<file path="src/rtl/mem_arb_pkg.sv">
// Shared types and sizing helpers for the IF/LSU memory port arbiter.
package mem_arb_pkg;

   typedef enum logic [2:0] {
      IDLE,
      ISSUE_IF,
      ISSUE_LSU,
      WAIT_IF,
      WAIT_LSU
   } arb_state_t;

   typedef enum logic {
      OWN_IF,
      OWN_LSU
   } owner_t;

   localparam int unsigned DEFAULT_MAX_LSU_STREAK = 4;

   // Bits needed to count 0..max_streak inclusive.
   function automatic int unsigned streak_width(input int unsigned max_streak);
      return (max_streak < 1) ? 1 : $clog2(max_streak + 1);
   endfunction

   localparam int unsigned STREAK_W = streak_width(DEFAULT_MAX_LSU_STREAK);

endpackage

</file>
<file path="src/rtl/mem_arb_streak_cnt.sv">
// Saturating count of consecutive LSU grants taken while IF was waiting.
module mem_arb_streak_cnt
   import mem_arb_pkg::*;
#(
   parameter int unsigned MAX = DEFAULT_MAX_LSU_STREAK,
   parameter int unsigned W   = streak_width(MAX)
) (
   input  logic clk_i,
   input  logic rst_ni,
   input  logic clr_i,
   input  logic inc_i,
   output logic at_limit_o
);

   localparam logic [W-1:0] MAX_V = W'(MAX);

   logic [W-1:0] cnt_q, cnt_d;

   // Next count: clear wins over increment; increment holds at MAX.
   always_comb begin
      // NOTE: every combinational output gets a default first so no path leaves it unassigned (no latch).
      cnt_d = cnt_q;
      if (clr_i) begin
         cnt_d = '0;
      end else if (inc_i && (cnt_q != MAX_V)) begin
         cnt_d = cnt_q + W'(1);
      end
   end

   // Count register.
   always_ff @(posedge clk_i or negedge rst_ni) begin
      // NOTE: sequential state uses non-blocking (<=) so all flops update together at the edge.
      if (!rst_ni) begin
         cnt_q <= '0;
      end else begin
         cnt_q <= cnt_d;
      end
   end

   assign at_limit_o = (cnt_q == MAX_V);

endmodule

</file>
<file path="src/rtl/mem_port_arbiter.sv">
// Shares one req/gnt/rvalid memory port between instruction fetch and the
// load/store unit. One transaction outstanding at a time; LSU has priority,
// but after MAX_LSU_STREAK back-to-back LSU wins over a waiting fetch the
// fetch is forced through.
module mem_port_arbiter
   import mem_arb_pkg::*;
#(
   parameter int unsigned MAX_LSU_STREAK = DEFAULT_MAX_LSU_STREAK,
   parameter int unsigned AW             = 32,
   parameter int unsigned DW             = 32
) (
   input  logic            clk_i,
   input  logic            rst_ni,
   // instruction fetch
   input  logic            if_req_i,
   input  logic [AW-1:0]   if_addr_i,
   output logic            if_gnt_o,
   output logic            if_rvalid_o,
   output logic [DW-1:0]   if_rdata_o,
   // load/store
   input  logic            lsu_req_i,
   input  logic            lsu_we_i,
   input  logic [DW/8-1:0] lsu_be_i,
   input  logic [AW-1:0]   lsu_addr_i,
   input  logic [DW-1:0]   lsu_wdata_i,
   output logic            lsu_gnt_o,
   output logic            lsu_rvalid_o,
   output logic [DW-1:0]   lsu_rdata_o,
   // memory port
   output logic            mem_req_o,
   output logic            mem_we_o,
   output logic [DW/8-1:0] mem_be_o,
   output logic [AW-1:0]   mem_addr_o,
   output logic [DW-1:0]   mem_wdata_o,
   input  logic            mem_gnt_i,
   input  logic            mem_rvalid_i,
   input  logic [DW-1:0]   mem_rdata_i,
   // status
   output logic            busy_o,
   output logic            spurious_rsp_o
);

   arb_state_t state_q, state_d;
   owner_t     owner;
   logic       req;
   logic       if_rsp;
   logic       lsu_rsp;
   logic       spurious;
   logic       at_limit;

   // Arbitration, ownership lock and response routing.
   always_comb begin
      state_d  = state_q;
      owner    = OWN_IF;
      req      = 1'b0;
      if_rsp   = 1'b0;
      lsu_rsp  = 1'b0;
      spurious = 1'b0;

      unique case (state_q)
         IDLE: begin
            if (lsu_req_i && !(if_req_i && at_limit)) begin
               owner = OWN_LSU;
               req   = 1'b1;
            end else if (if_req_i) begin
               owner = OWN_IF;
               req   = 1'b1;
            end
            if (req) begin
               if (owner == OWN_LSU) state_d = mem_gnt_i ? WAIT_LSU : ISSUE_LSU;
               else                  state_d = mem_gnt_i ? WAIT_IF  : ISSUE_IF;
            end
            spurious = mem_rvalid_i;
         end
         ISSUE_IF: begin
            owner    = OWN_IF;
            req      = 1'b1;
            spurious = mem_rvalid_i;
            if (mem_gnt_i) state_d = WAIT_IF;
         end
         ISSUE_LSU: begin
            owner    = OWN_LSU;
            req      = 1'b1;
            spurious = mem_rvalid_i;
            if (mem_gnt_i) state_d = WAIT_LSU;
         end
         WAIT_IF: begin
            if_rsp = mem_rvalid_i;
            if (mem_rvalid_i) state_d = IDLE;
         end
         WAIT_LSU: begin
            lsu_rsp = mem_rvalid_i;
            if (mem_rvalid_i) state_d = IDLE;
         end
         default: state_d = IDLE;
      endcase

      // Hold every output quiet while reset is asserted, whatever the inputs do.
      if (!rst_ni) begin
         req      = 1'b0;
         if_rsp   = 1'b0;
         lsu_rsp  = 1'b0;
         spurious = 1'b0;
      end
   end

   // FSM state register.
   always_ff @(posedge clk_i or negedge rst_ni) begin
      if (!rst_ni) begin
         state_q <= IDLE;
      end else begin
         state_q <= state_d;
      end
   end

   // Memory-side field mux; everything reads zero when no request is driven.
   always_comb begin
      mem_req_o   = req;
      mem_we_o    = 1'b0;
      mem_be_o    = '0;
      mem_addr_o  = '0;
      mem_wdata_o = '0;
      if (req) begin
         if (owner == OWN_LSU) begin
            mem_we_o    = lsu_we_i;
            mem_be_o    = lsu_be_i;
            mem_addr_o  = lsu_addr_i;
            mem_wdata_o = lsu_wdata_i;
         end else begin
            mem_be_o    = '1;  // fetches always read the full word
            mem_addr_o  = if_addr_i;
         end
      end
   end

   assign if_gnt_o       = req && (owner == OWN_IF)  && mem_gnt_i;
   assign lsu_gnt_o      = req && (owner == OWN_LSU) && mem_gnt_i;
   assign if_rvalid_o    = if_rsp;
   assign lsu_rvalid_o   = lsu_rsp;
   assign if_rdata_o     = if_rsp  ? mem_rdata_i : '0;
   assign lsu_rdata_o    = lsu_rsp ? mem_rdata_i : '0;
   assign busy_o         = rst_ni && ((state_q != IDLE) || req);
   assign spurious_rsp_o = spurious;

   mem_arb_streak_cnt #(
      .MAX (MAX_LSU_STREAK),
      .W   (streak_width(MAX_LSU_STREAK))
   ) u_streak (
      .clk_i      (clk_i),
      .rst_ni     (rst_ni),
      .clr_i      (if_gnt_o || (lsu_gnt_o && !if_req_i)),
      .inc_i      (lsu_gnt_o && if_req_i),
      .at_limit_o (at_limit)
   );

   // A requester that has been locked in as owner must keep requesting until granted.
   assert property (@(posedge clk_i) disable iff (!rst_ni) (state_q == ISSUE_IF)  |-> if_req_i);
   assert property (@(posedge clk_i) disable iff (!rst_ni) (state_q == ISSUE_LSU) |-> lsu_req_i);

endmodule

</file>
<file path="config.mk">
export PLATFORM = sky130hd
export DESIGN_NAME = mem_port_arbiter
export DESIGN_NICKNAME = d
export VERILOG_FILES = /design/src/rtl/mem_arb_pkg.sv /design/src/rtl/mem_arb_streak_cnt.sv /design/src/rtl/mem_port_arbiter.sv
export SDC_FILE = /design/constraint.sdc
export NUM_CORES = 1
export LEC_CHECK = 0
export ABC_AREA = 1
export BUFFER_PORTS_ARGS = -buffer_cell sky130_fd_sc_hd__buf_2
export CAP_MARGIN = 20
export CORE_AREA = 2 2 108 110
export CTS_CLUSTER_DIAMETER = 30
export DETAILED_ROUTE_END_ITERATION = 10
export DIE_AREA = 0 0 110 112
export PLACE_DENSITY = 0.49
export REMOVE_ABC_BUFFERS = 1
export SLEW_MARGIN = 20
export SYNTH_ARGS = -nofsm -noshare
export SYNTH_HDL_FRONTEND = slang
export SYNTH_SLANG_ARGS = --single-unit
export TNS_END_PERCENT = 1
</file>
<file path="constraint.sdc">
create_clock -name clk_i -period 1.58 [get_ports clk_i]
set_input_delay 0.316 -clock clk_i [delete_from_list [all_inputs] [get_ports clk_i]]
set_output_delay 0.316 -clock clk_i [all_outputs]
set_load 0.01 [all_outputs]
</file>
[Word-level counts from Yosys, hierarchy flattened]
Cells that the tools add are included.
Storage, ports and cells
  register bits after elaboration: 6
  word-level logic and storage cells: 69
  input bits: 139
  output and inout bits: 140
Operators by class
  bitwise logic cells: 1
  add/subtract/negate cells: 1
  equality and inequality tests: 10
  reductions and logical operators: 21
  multiplexer cells: 34
Operators with widths (number)
  two-way mux 32 bit: 6
  two-way mux 3 bit: 8
  two-way mux 1 bit: 14
  case mux 3 bit (4 select lines): 1
  logical AND 1 bit: 10
  two-way mux 4 bit: 2
  equality test 3 x 2 -> 1 bit, second input constant: 2
  equality test 3 bit, second input constant: 2
  inequality test 2 x 1 -> 1 bit, second input constant: 2
  inequality test 2 bit, second input constant: 2
  case mux 1 bit (2 select lines): 2
  AND reduction 4 bit: 1
  OR reduction 2 bit: 2
  adder 3 x 1 -> 3 bit, second input constant: 1
  equality test 3 x 1 -> 1 bit, second input constant: 1
  zero test 3 bit: 1
  inequality test 3 bit, second input constant: 1
  nonzero test 3 bit: 1
  OR reduction 3 bit: 1
  zero test 1 bit: 2
  logical OR 1 bit: 2
  two-way mux 2 bit: 1
  nonzero test 2 bit: 1
  NOT 1 bit: 1

[Longest topological paths before layout]
Gate-level depths: netlist of the first run.
  word-level depth: 14
  gate-level depth with buffers: 11
  depth with buffers taken out: 11

[By module]
From an unflattened synthesis of the first run, not the netlist that was laid out.
Unflattened totals
  cell total of the unflattened synthesis: 375
  area total of the unflattened synthesis: 1846.8 um^2
By module, submodules not included
  mem_port_arbiter: cells an instance 350, area an instance 1661.6 um^2, times used 1, seq. area each 75.1 um^2
  mem_arb_streak_cnt: cells an instance 25, area an instance 185.2 um^2, times used 1, seq. area each 75.1 um^2

[Least setup slack after synthesis of the first run]
No wires, ideal clock.
  path kind: register to output
  start point: register u_streak.cnt_q[0]
  end point: output port mem_wdata_o[10]
  stages on the path, launching flop included: 11
  setup slack: -215 ps
  data arrival time: 1479 ps
  buffers on the path: 1
  required time: 1264 ps
  cells stage by stage: dfrtp_1 -> inv_1 -> ha_1 -> nand3_1 -> nand2_1 -> nand2_2 -> nand2_4 -> inv_2 -> buf_2 -> nand2_1 -> nor2_1
On the way
  cells in the longest elaborated chain, start to end: 9
  elaborated cells on any way between the ends: 13
  those cells by class: 1 x eq/ne; 9 x mux; 3 x reduce/logical
Ends and longest elaborated chain
  start, declared: line mem_arb_streak_cnt.sv:17  | logic [W-1:0] cnt_q, cnt_d;
  start signal, assigned: line mem_arb_streak_cnt.sv:36  | cnt_q <= cnt_d;
  equality test 3 bit (*): line mem_arb_streak_cnt.sv:40  | assign at_limit_o = (cnt_q == MAX_V);
  logical AND 1 bit (*): line mem_port_arbiter.sv:62  | if (lsu_req_i && !(if_req_i && at_limit)) begin
  zero test 1 bit (*): line mem_port_arbiter.sv:62
  logical AND 1 bit (*): line mem_port_arbiter.sv:62
  two-way mux 1 bit: line mem_port_arbiter.sv:62
  two-way mux 1 bit: line mem_port_arbiter.sv:60  | unique case (state_q)
  case mux 1 bit (2 select lines): line mem_port_arbiter.sv:60
  two-way mux 32 bit / two-way mux 1 bit (equally long branches): line mem_port_arbiter.sv:124, mem_port_arbiter.sv:99
  two-way mux 32 bit (*): line mem_port_arbiter.sv:123  | if (req) begin
  end, declared: line mem_port_arbiter.sv:34  | output logic [DW-1:0] mem_wdata_o,
Mark *: on every way between the ends. The rest lies on a longest branch, timed or not. The select of a mux whose other input is x is not followed.

[Worst setup path after layout of the first run]
  start point: register u_streak.cnt_q[0]
  end point: output port mem_addr_o[2]
On the way
  cells in the longest elaborated chain, start to end: 9
  elaborated cells on any way between the ends: 13
  those cells by class: 1 x eq/ne; 9 x mux; 3 x reduce/logical
Ends and longest elaborated chain
  equality test 3 bit (*): line mem_arb_streak_cnt.sv:40
  logical AND 1 bit (*): line mem_port_arbiter.sv:62
  zero test 1 bit (*): line mem_port_arbiter.sv:62
  logical AND 1 bit (*): line mem_port_arbiter.sv:62
  two-way mux 1 bit: line mem_port_arbiter.sv:62
  two-way mux 1 bit: line mem_port_arbiter.sv:60
  case mux 1 bit (2 select lines): line mem_port_arbiter.sv:60
  two-way mux 32 bit / two-way mux 1 bit (equally long branches): line mem_port_arbiter.sv:124, mem_port_arbiter.sv:99
  two-way mux 32 bit (*): line mem_port_arbiter.sv:123
  end, declared: line mem_port_arbiter.sv:33  | output logic [AW-1:0] mem_addr_o,
Marks and branches as above.

==> results.txt, run 1 <==
clock-pin slew of the registers on the worst-case setup and hold paths: 0.03 ns
total via count after detailed routing: 3,019
minimum setup slack in the final design: -0.575 ns
Yosys cell types: 24
TritonCTS clock tree: done
hold-fix buffers at CTS: 0
drt wl/cell: 13.1 µm
sequential cell area fraction in the yosys report: 9.30%
number of rows created at floorplan: 39
status: finished with violations
Post-Synthesis Cells: 297
worst vdd ir: 0.615 mV
Post-Synthesis Mean Instance Area: 5.43 µm²
launch instance of the worst register-to-register path: u_streak.cnt_q[0]
number of nets at the end of the flow: 733
Least-Margin Pin Slew: 0.414 ns
global-route wire length before repair: 12,700 µm
final-report max-slew violation count: 0
Final Setup Violations: 143
Die Footprint: 12,300 µm²
total placed cells including tap cells: 722
final routed DRC violation total: 0
final critical path time including I/O delays and setup: 2.15 ns
vias in the first global route: 2,660
width of the chip: 110 µm
cell area reported after detailed placement: 3280 µm²
Synth-to-Final Area Change: 121%
detailed-route wire length: 9560 µm
CTS Buf Count: 3
clock latency on the worst-skew pair: 0.23 ns
I/O pin cnt: 279
CP endpoint kind: primary output
number of nets still failing antenna checks after routing: 0
Vias/cell: 4.12
total routing usage reported by global routing: 12.9%
cell area power density: 1060 nW/µm²
Crit Path Category: flop to primary output
violations in the final reports: setup timing
number of buffers on the longest clock path: 2
first-pass iteration count of the detailed router: 5
Hold Vio Cnt, Final: 0
number of maximum-capacitance violations: 0
fin util: 31.9%
Required @ worst endpoint: 1.26 ns
arrival time at the worst endpoint: 1.84 ns
DR iter-0 viols: 168
setup repair after global routing missed its margin: true
total inserted antenna cells: 0
number of antenna violations at the first check in global routing: 0
worst min-delay path category: input pin to async pin
count of buffers inserted at the top-level ports: 278
Max-slew headroom: 72.2%
pin count of the biggest net entering global routing: 38
number of levels in the clock H-tree: 1
clock tree root buffer cell: sky130_fd_sc_hd__clkbuf_16
CP max stage cell: sky130_fd_sc_hd__dfrtp_1
clock sinks: 6
GR Overflow Total: 0
critical register-to-register path endpoint: u_streak.cnt_q[2]
chip height: 112 µm
Synth Register Bits: 6
fraction of final layout cells with drive strength greater than 1: 57.7%
count of fill cells added during filler insertion: 1,257
Leak: 2.42 nW
Syn Std Cell Area: 1610 µm²
Cell Count, Final, Fillers Out: 732
Final Hold Slack: 0.0746 ns
worst stage delay on the critical path: 0.35 ns
period utilization: 136%
highest attainable clock frequency: 464 MHz
maximum fanout along the worst path: 17
worst reg-to-reg path cell count: 14
core footprint: 11,200 µm²
post-route design area: 3560 µm²
effective utilization at floorplan: 14.4%
Reg2Reg Setup Slack: -0.24 ns
Ys Warns: 0
worst setup skew after layout: 0.00158 ns
gpl congestion: 0.774
cell-by-cell listing of the critical path: inv_2, ha_4, nand3_2, nand2_2, nand2_2, nand2_4, buf_12, nor2_8, buf_12, a22o_1, buf_2
type of element launching the critical path: flop
estimated wirelength of the detail-placed design: 7740 µm
-- flip-flops by register name (all words and copies together), names as in the netlist --
name            cells
state_q             3
u_streak.cnt_q      3
-- final cells by class --
| type | count | area, µm² | share of cell area [%] |
|---|---|---|---|
| Clock buffer | 3 | 75.1 | 2.11 |
| Multi-Input combinational cell | 223 | 1190 | 33.3 |
| Tap cell | 143 | 179 | 5.02 |
| Inverter | 49 | 189 | 5.30 |
| Timing Repair Buffer | 308 | 1780 | 50.0 |
| Sequential cell | 6 | 151 | 4.25 |
-- how the worst max path moves through the flow --
stage                          to  slack (ns)         startpoint
floorplan           mem_addr_o[0]       -0.43  u_streak.cnt_q[0]
global placement    mem_addr_o[2]       -0.33  u_streak.cnt_q[0]
detailed placement  mem_addr_o[2]       -0.36  u_streak.cnt_q[0]
CTS                 mem_addr_o[2]       -0.60  u_streak.cnt_q[0]
global route        mem_addr_o[2]       -0.66  u_streak.cnt_q[0]
finish              mem_addr_o[2]       -0.57  u_streak.cnt_q[0]
-- cell usage in the layout (no fill, tap or decap), types with 2 or more instances in the layout --
cell type / count
sky130_fd_sc_hd__inv_1: 41
sky130_fd_sc_hd__buf_2: 272
sky130_fd_sc_hd__nand2_1: 46
sky130_fd_sc_hd__o21ai_0: 3
sky130_fd_sc_hd__nor2_8: 2
sky130_fd_sc_hd__nand3_2: 2
sky130_fd_sc_hd__nand3_1: 5
sky130_fd_sc_hd__buf_4: 21
sky130_fd_sc_hd__nor2_2: 4
sky130_fd_sc_hd__o211ai_1: 4
sky130_fd_sc_hd__clkbuf_16: 6
sky130_fd_sc_hd__ha_1: 2
sky130_fd_sc_hd__dfrtp_1: 5
sky130_fd_sc_hd__nor2_4: 2
sky130_fd_sc_hd__nand2_2: 6
sky130_fd_sc_hd__inv_2: 7
sky130_fd_sc_hd__buf_6: 6
sky130_fd_sc_hd__buf_12: 6
sky130_fd_sc_hd__nand2_4: 2
sky130_fd_sc_hd__a22o_1: 32
sky130_fd_sc_hd__nor2_1: 107
-- stage by stage --
| stage | TNS, ns | setup WS (ns) | power, mW |
|---|---|---|---|
| after floorplan | -34.56 | -0.432 | 1.70 |
| after CTS | -46.20 | -0.597 | 3.47 |
| after global placement | -19.29 | -0.330 | 2.95 |
| after detailed placement | -20.40 | -0.360 | 2.99 |
| final | -44.89 | -0.575 | 3.78 |
| after global routing | -60.92 | -0.664 | 4.12 |
-- kinds of logic (layout without fill, tap and decap cells) --
family | Yosys count | count (layout) | synth area share [%]
adder cells (fa/ha/maj) | 3 | 3 | 2.33
AO/OA/AOI/OAI | 40 | 40 | 20.5
XOR/XNOR | 1 | 1 | 0.543
buffers and inverters | 68 | 360 | 19.8
AND/OR/NAND/NOR | 179 | 179 | 47.6
flip-flops | 6 | 6 | 9.30
-- report_power, final --
group	switching, mW	internal [mW]
clock network	0.0775	0.324
logic	1.67	1.46
registers	0.0500	0.208
-- layer usage --
metal / track usage [%] / vias up / share of wire (%)
met5: 0 / - / 0
met4: 2.19 / 0 / 0.99
met3: 1.58 / 10 / 8.6
met2: 25.2 / 154 / 52
met1: 14.5 / 1352 / 38
li1: - / 1503 / -
-- cells in the mapped netlist --
library cell	count	area share, %
sky130_fd_sc_hd__buf_2	3	0.93
sky130_fd_sc_hd__nand2_4	2	1.4
sky130_fd_sc_hd__nand2_1	50	12
sky130_fd_sc_hd__nand3_4	1	1.1
sky130_fd_sc_hd__o211ai_1	4	1.9
sky130_fd_sc_hd__nor2_1	111	26
sky130_fd_sc_hd__o21ai_0	4	1.2
sky130_fd_sc_hd__nand2_2	2	0.78
sky130_fd_sc_hd__nand3_2	1	0.62
sky130_fd_sc_hd__dfrtp_1	6	9.3
sky130_fd_sc_hd__nor2_8	2	2.5
sky130_fd_sc_hd__inv_1	45	10
sky130_fd_sc_hd__nand3b_1	1	0.47
sky130_fd_sc_hd__xor2_1	1	0.54
sky130_fd_sc_hd__buf_4	4	1.9
sky130_fd_sc_hd__nand3_1	6	1.9
sky130_fd_sc_hd__ha_1	3	2.3
sky130_fd_sc_hd__buf_6	6	4.2
sky130_fd_sc_hd__nand4_1	1	0.39
sky130_fd_sc_hd__nor2_4	1	0.70
sky130_fd_sc_hd__clkbuf_1	6	1.4
sky130_fd_sc_hd__a22o_1	32	17
sky130_fd_sc_hd__inv_2	4	0.93
sky130_fd_sc_hd__nor2_2	1	0.39
-- worst max-delay path: cells and delay by family (launching register included) --
| family | cells | cell delay [ns] |
|---|---|---|
| compound gates | 1 | 0.19 |
| fa+ha+maj | 1 | 0.16 |
| buf+inv | 4 | 0.50 |
| flops | 1 | 0.35 |
| simple gates | 5 | 0.41 |
-- repair_timing --
item | CTS | global route
endpoints found under the hold margin | 0 | 0
cloned | 0 | 4
pin swaps | 11 | 17
resized for setup | 13 | 13
buffers inserted | 0 | 3
endpoints found under the setup margin | 143 | 146
(Power assumes the default switching activity.)
==> run 2: changes to the inputs <==
ABC_CLOCK_PERIOD_IN_PS = 2500   (was default)
GPL_TIMING_DRIVEN = 0   (was default)
PLACE_DENSITY = 0.47   (was 0.49)
clock period = 2.5 ns   (was 1.58 ns; I/O delays follow)
==> results.txt, run 2 (synthesis gave the netlist of run 1 again) <==
status: finished, final reports clean
Flop pwr share: 7.8% (+1.0 points)
number of buffers on the longest clock path: 2 (unchanged)
worst setup skew after layout: 0.000866 ns (-0.000709 ns)
number of rows created at floorplan: 39 (unchanged)
effective utilization at floorplan: 14.4% (unchanged)
Least-Margin Pin Slew: 0.628 ns (+0.213 ns)
final critical path time including I/O delays and setup: 2.41 ns
total via count after detailed routing: 2,886 (-4.4%)
chip height: 112 µm (unchanged)
setup TNS: 0 ns (+44.89 ns)
number of levels in the clock H-tree: 1 (unchanged)
type of element launching the critical path: flop
global-route wire length before repair: 12,500 µm (-1.7%)
width of the chip: 110 µm (unchanged)
CP endpoint kind: primary output
Vias/cell: 4.04 (-2.1%)
detailed-route wire length: 9340 µm (-2.2%)
fraction of power consumed by combinational cells: 80.8% (-1.8 points)
total inserted antenna cells: 0 (unchanged)
Leak: 2.31 nW (-4.7%)
CP max stage cell: sky130_fd_sc_hd__dfrtp_1
period utilization: 96.5%
Synth-to-Final Area Change: 107%
maximum fanout along the worst path: 17 (unchanged)
I/O pin cnt: 279 (unchanged)
worst min-delay path category: input pin to async pin
pin count of the biggest net entering global routing: 43 (+13%)
setup repair after global routing missed its margin: true
arrival time at the worst endpoint: 1.91 ns (+0.07 ns)
cell family with most CP delay: buffers and inverters
switching share of total power: 52.5% (+5.1 points)
number of antenna violations at the first check in global routing: 0 (unchanged)
number of nets still failing antenna checks after routing: 0 (unchanged)
CTS Buf Count: 3 (unchanged)
internal power contribution: 1.05 mW (-47%)
Final Hold Slack: 0.161 ns (+0.0866 ns)
clock sinks: 6 (unchanged)
fraction of final layout cells with drive strength greater than 1: 55.2% (-2.5 points)
drt wl/cell: 13.1 µm (about the same)
number of nets at the end of the flow: 716 (-2.3%)
worst stage delay on the critical path: 0.40 ns (+0.05 ns)
estimated wirelength of the detail-placed design: 7150 µm (-7.7%)
Final Setup Violations: 0 (-100%)
clock tree root buffer cell: sky130_fd_sc_hd__clkbuf_16
count of buffers inserted at the top-level ports: 278 (unchanged)
Switch Pwr: 1.16 mW (-36%)
TritonCTS clock tree: done
clock latency on the worst-skew pair: 0.22 ns (about the same)
Max-slew headroom: 58.0% (-14 points)
gpl congestion: 0.812 (+4.8%)
GR Overflow Total: 0 (unchanged)
final-report max-slew violation count: 0 (unchanged)
launch instance of the worst register-to-register path: u_streak.cnt_q[0]
DR iter-0 viols: 167 (-0.60%)
first-pass iteration count of the detailed router: 6 (+1)
cell-by-cell listing of the critical path: inv_2, ha_1, nand3_1, nand2_2, nand2_4, nand2_8, buf_4, nor2_8, buf_12, a22o_1, buf_6
top flop regs: state_q: 3 flops, u_streak.cnt_q: 3 flops
leading cell types in the layout, fill and taps excluded: sky130_fd_sc_hd__buf_2 (276), sky130_fd_sc_hd__nor2_1 (111), sky130_fd_sc_hd__nand2_1 (46), sky130_fd_sc_hd__inv_1 (43), sky130_fd_sc_hd__a22o_1 (32)
Required @ worst endpoint: 2.00 ns (+0.74 ns)
final total power: 2.20 mW (-42%)
total routing usage reported by global routing: 12.6% (-0.24 points)
combined buffer and inverter count along the critical path: 4 (unchanged)
launch point of the worst path: u_streak.cnt_q[0]
hold-fix buffers at CTS: 0 (unchanged)
clock-pin slew of the registers on the worst-case setup and hold paths: 0.03 ns (about the same)
vias in the first global route: 2,610 (-1.9%)
highest attainable clock frequency: 415 MHz
cell area power density: 661 nW/µm² (-38%)
core footprint: 11,200 µm² (unchanged)
final routed DRC violation total: 0 (unchanged)
most common cell after layout, fill and taps aside: sky130_fd_sc_hd__buf_2
number of maximum-capacitance violations: 0 (unchanged)
Die Footprint: 12,300 µm² (unchanged)
Crit Path Category: flop to primary output
Hold Vio Cnt, Final: 0 (unchanged)
power share of the clock group: 11.3% (+0.7 points)
worst vdd ir: 0.286 mV (-53%)
-- run 2: worst paths after layout --
| path | endpoint | slack [ns] | cells past startpoint |
|---|---|---|---|
| worst max-delay path | mem_addr_o[18] | 0.09 | 11 |
| worst min-delay path | u_streak.cnt_q[0] | 0.16 | 1 |
| worst max register to register | u_streak.cnt_q[2] | 0.68 | 13 |
| worst min register to register | u_streak.cnt_q[1] | 0.54 | 2 |
| max in group asynchronous | state_q[0] | 2.09 | 1 |
| min in group clk_i | u_streak.cnt_q[1] | 0.54 | 2 |
-- run 2: what timing repair did --
action | 4_1_cts | 5_1_grt
setup buffers | 1 | 6
pin swaps | 16 | 8
gates cloned | 2 | 4
endpoints found under the setup margin | 107 | 98
gates resized for setup | 8 | 13
-- run 2: layout make-up --
class | instances | area, µm²
flip-flops and latches | 6 | 153
repair buffers | 285 | 1480
well taps | 143 | 179
multi-input cells | 228 | 1240
inverters | 49 | 199
clock buffers | 3 | 75.1
repair inverters | 1 | 8.76
fillers | 1285 | 7840
-- run 2: power by group through the flow --
stage,Clock (mW),Sequential [mW],Combinational (mW)
6_report,0.250,0.173,1.78
5_1_grt,0.263,0.182,1.99
4_1_cts,0.254,0.169,1.60
3_5_place_dp,0,0.168,1.50
3_3_place_gp,0,0.167,1.49
2_1_floorplan,0,0.160,0.914
-- run 2: metal layers --
metal  share of wire, %  GRT usage, %  wire length [µm]
met5                  0             0                 0
met1                 38          14.9              3600
met2                 53          24.5              4950
met4               0.47          1.18                44
met3                8.1          1.46               756
-- run 2: metrics by stage --
stage	std cells	setup WS, ns	area [µm²]	util (%)
after global placement	699	-0.162	3050	27.3
final	715	0.0875	3340	29.9
after global routing	715	-0.0289	3340	29.9
after floorplan	278	0.304	1480	-
after CTS	705	-0.224	3190	28.6
after detailed placement	699	-0.189	3050	27.3
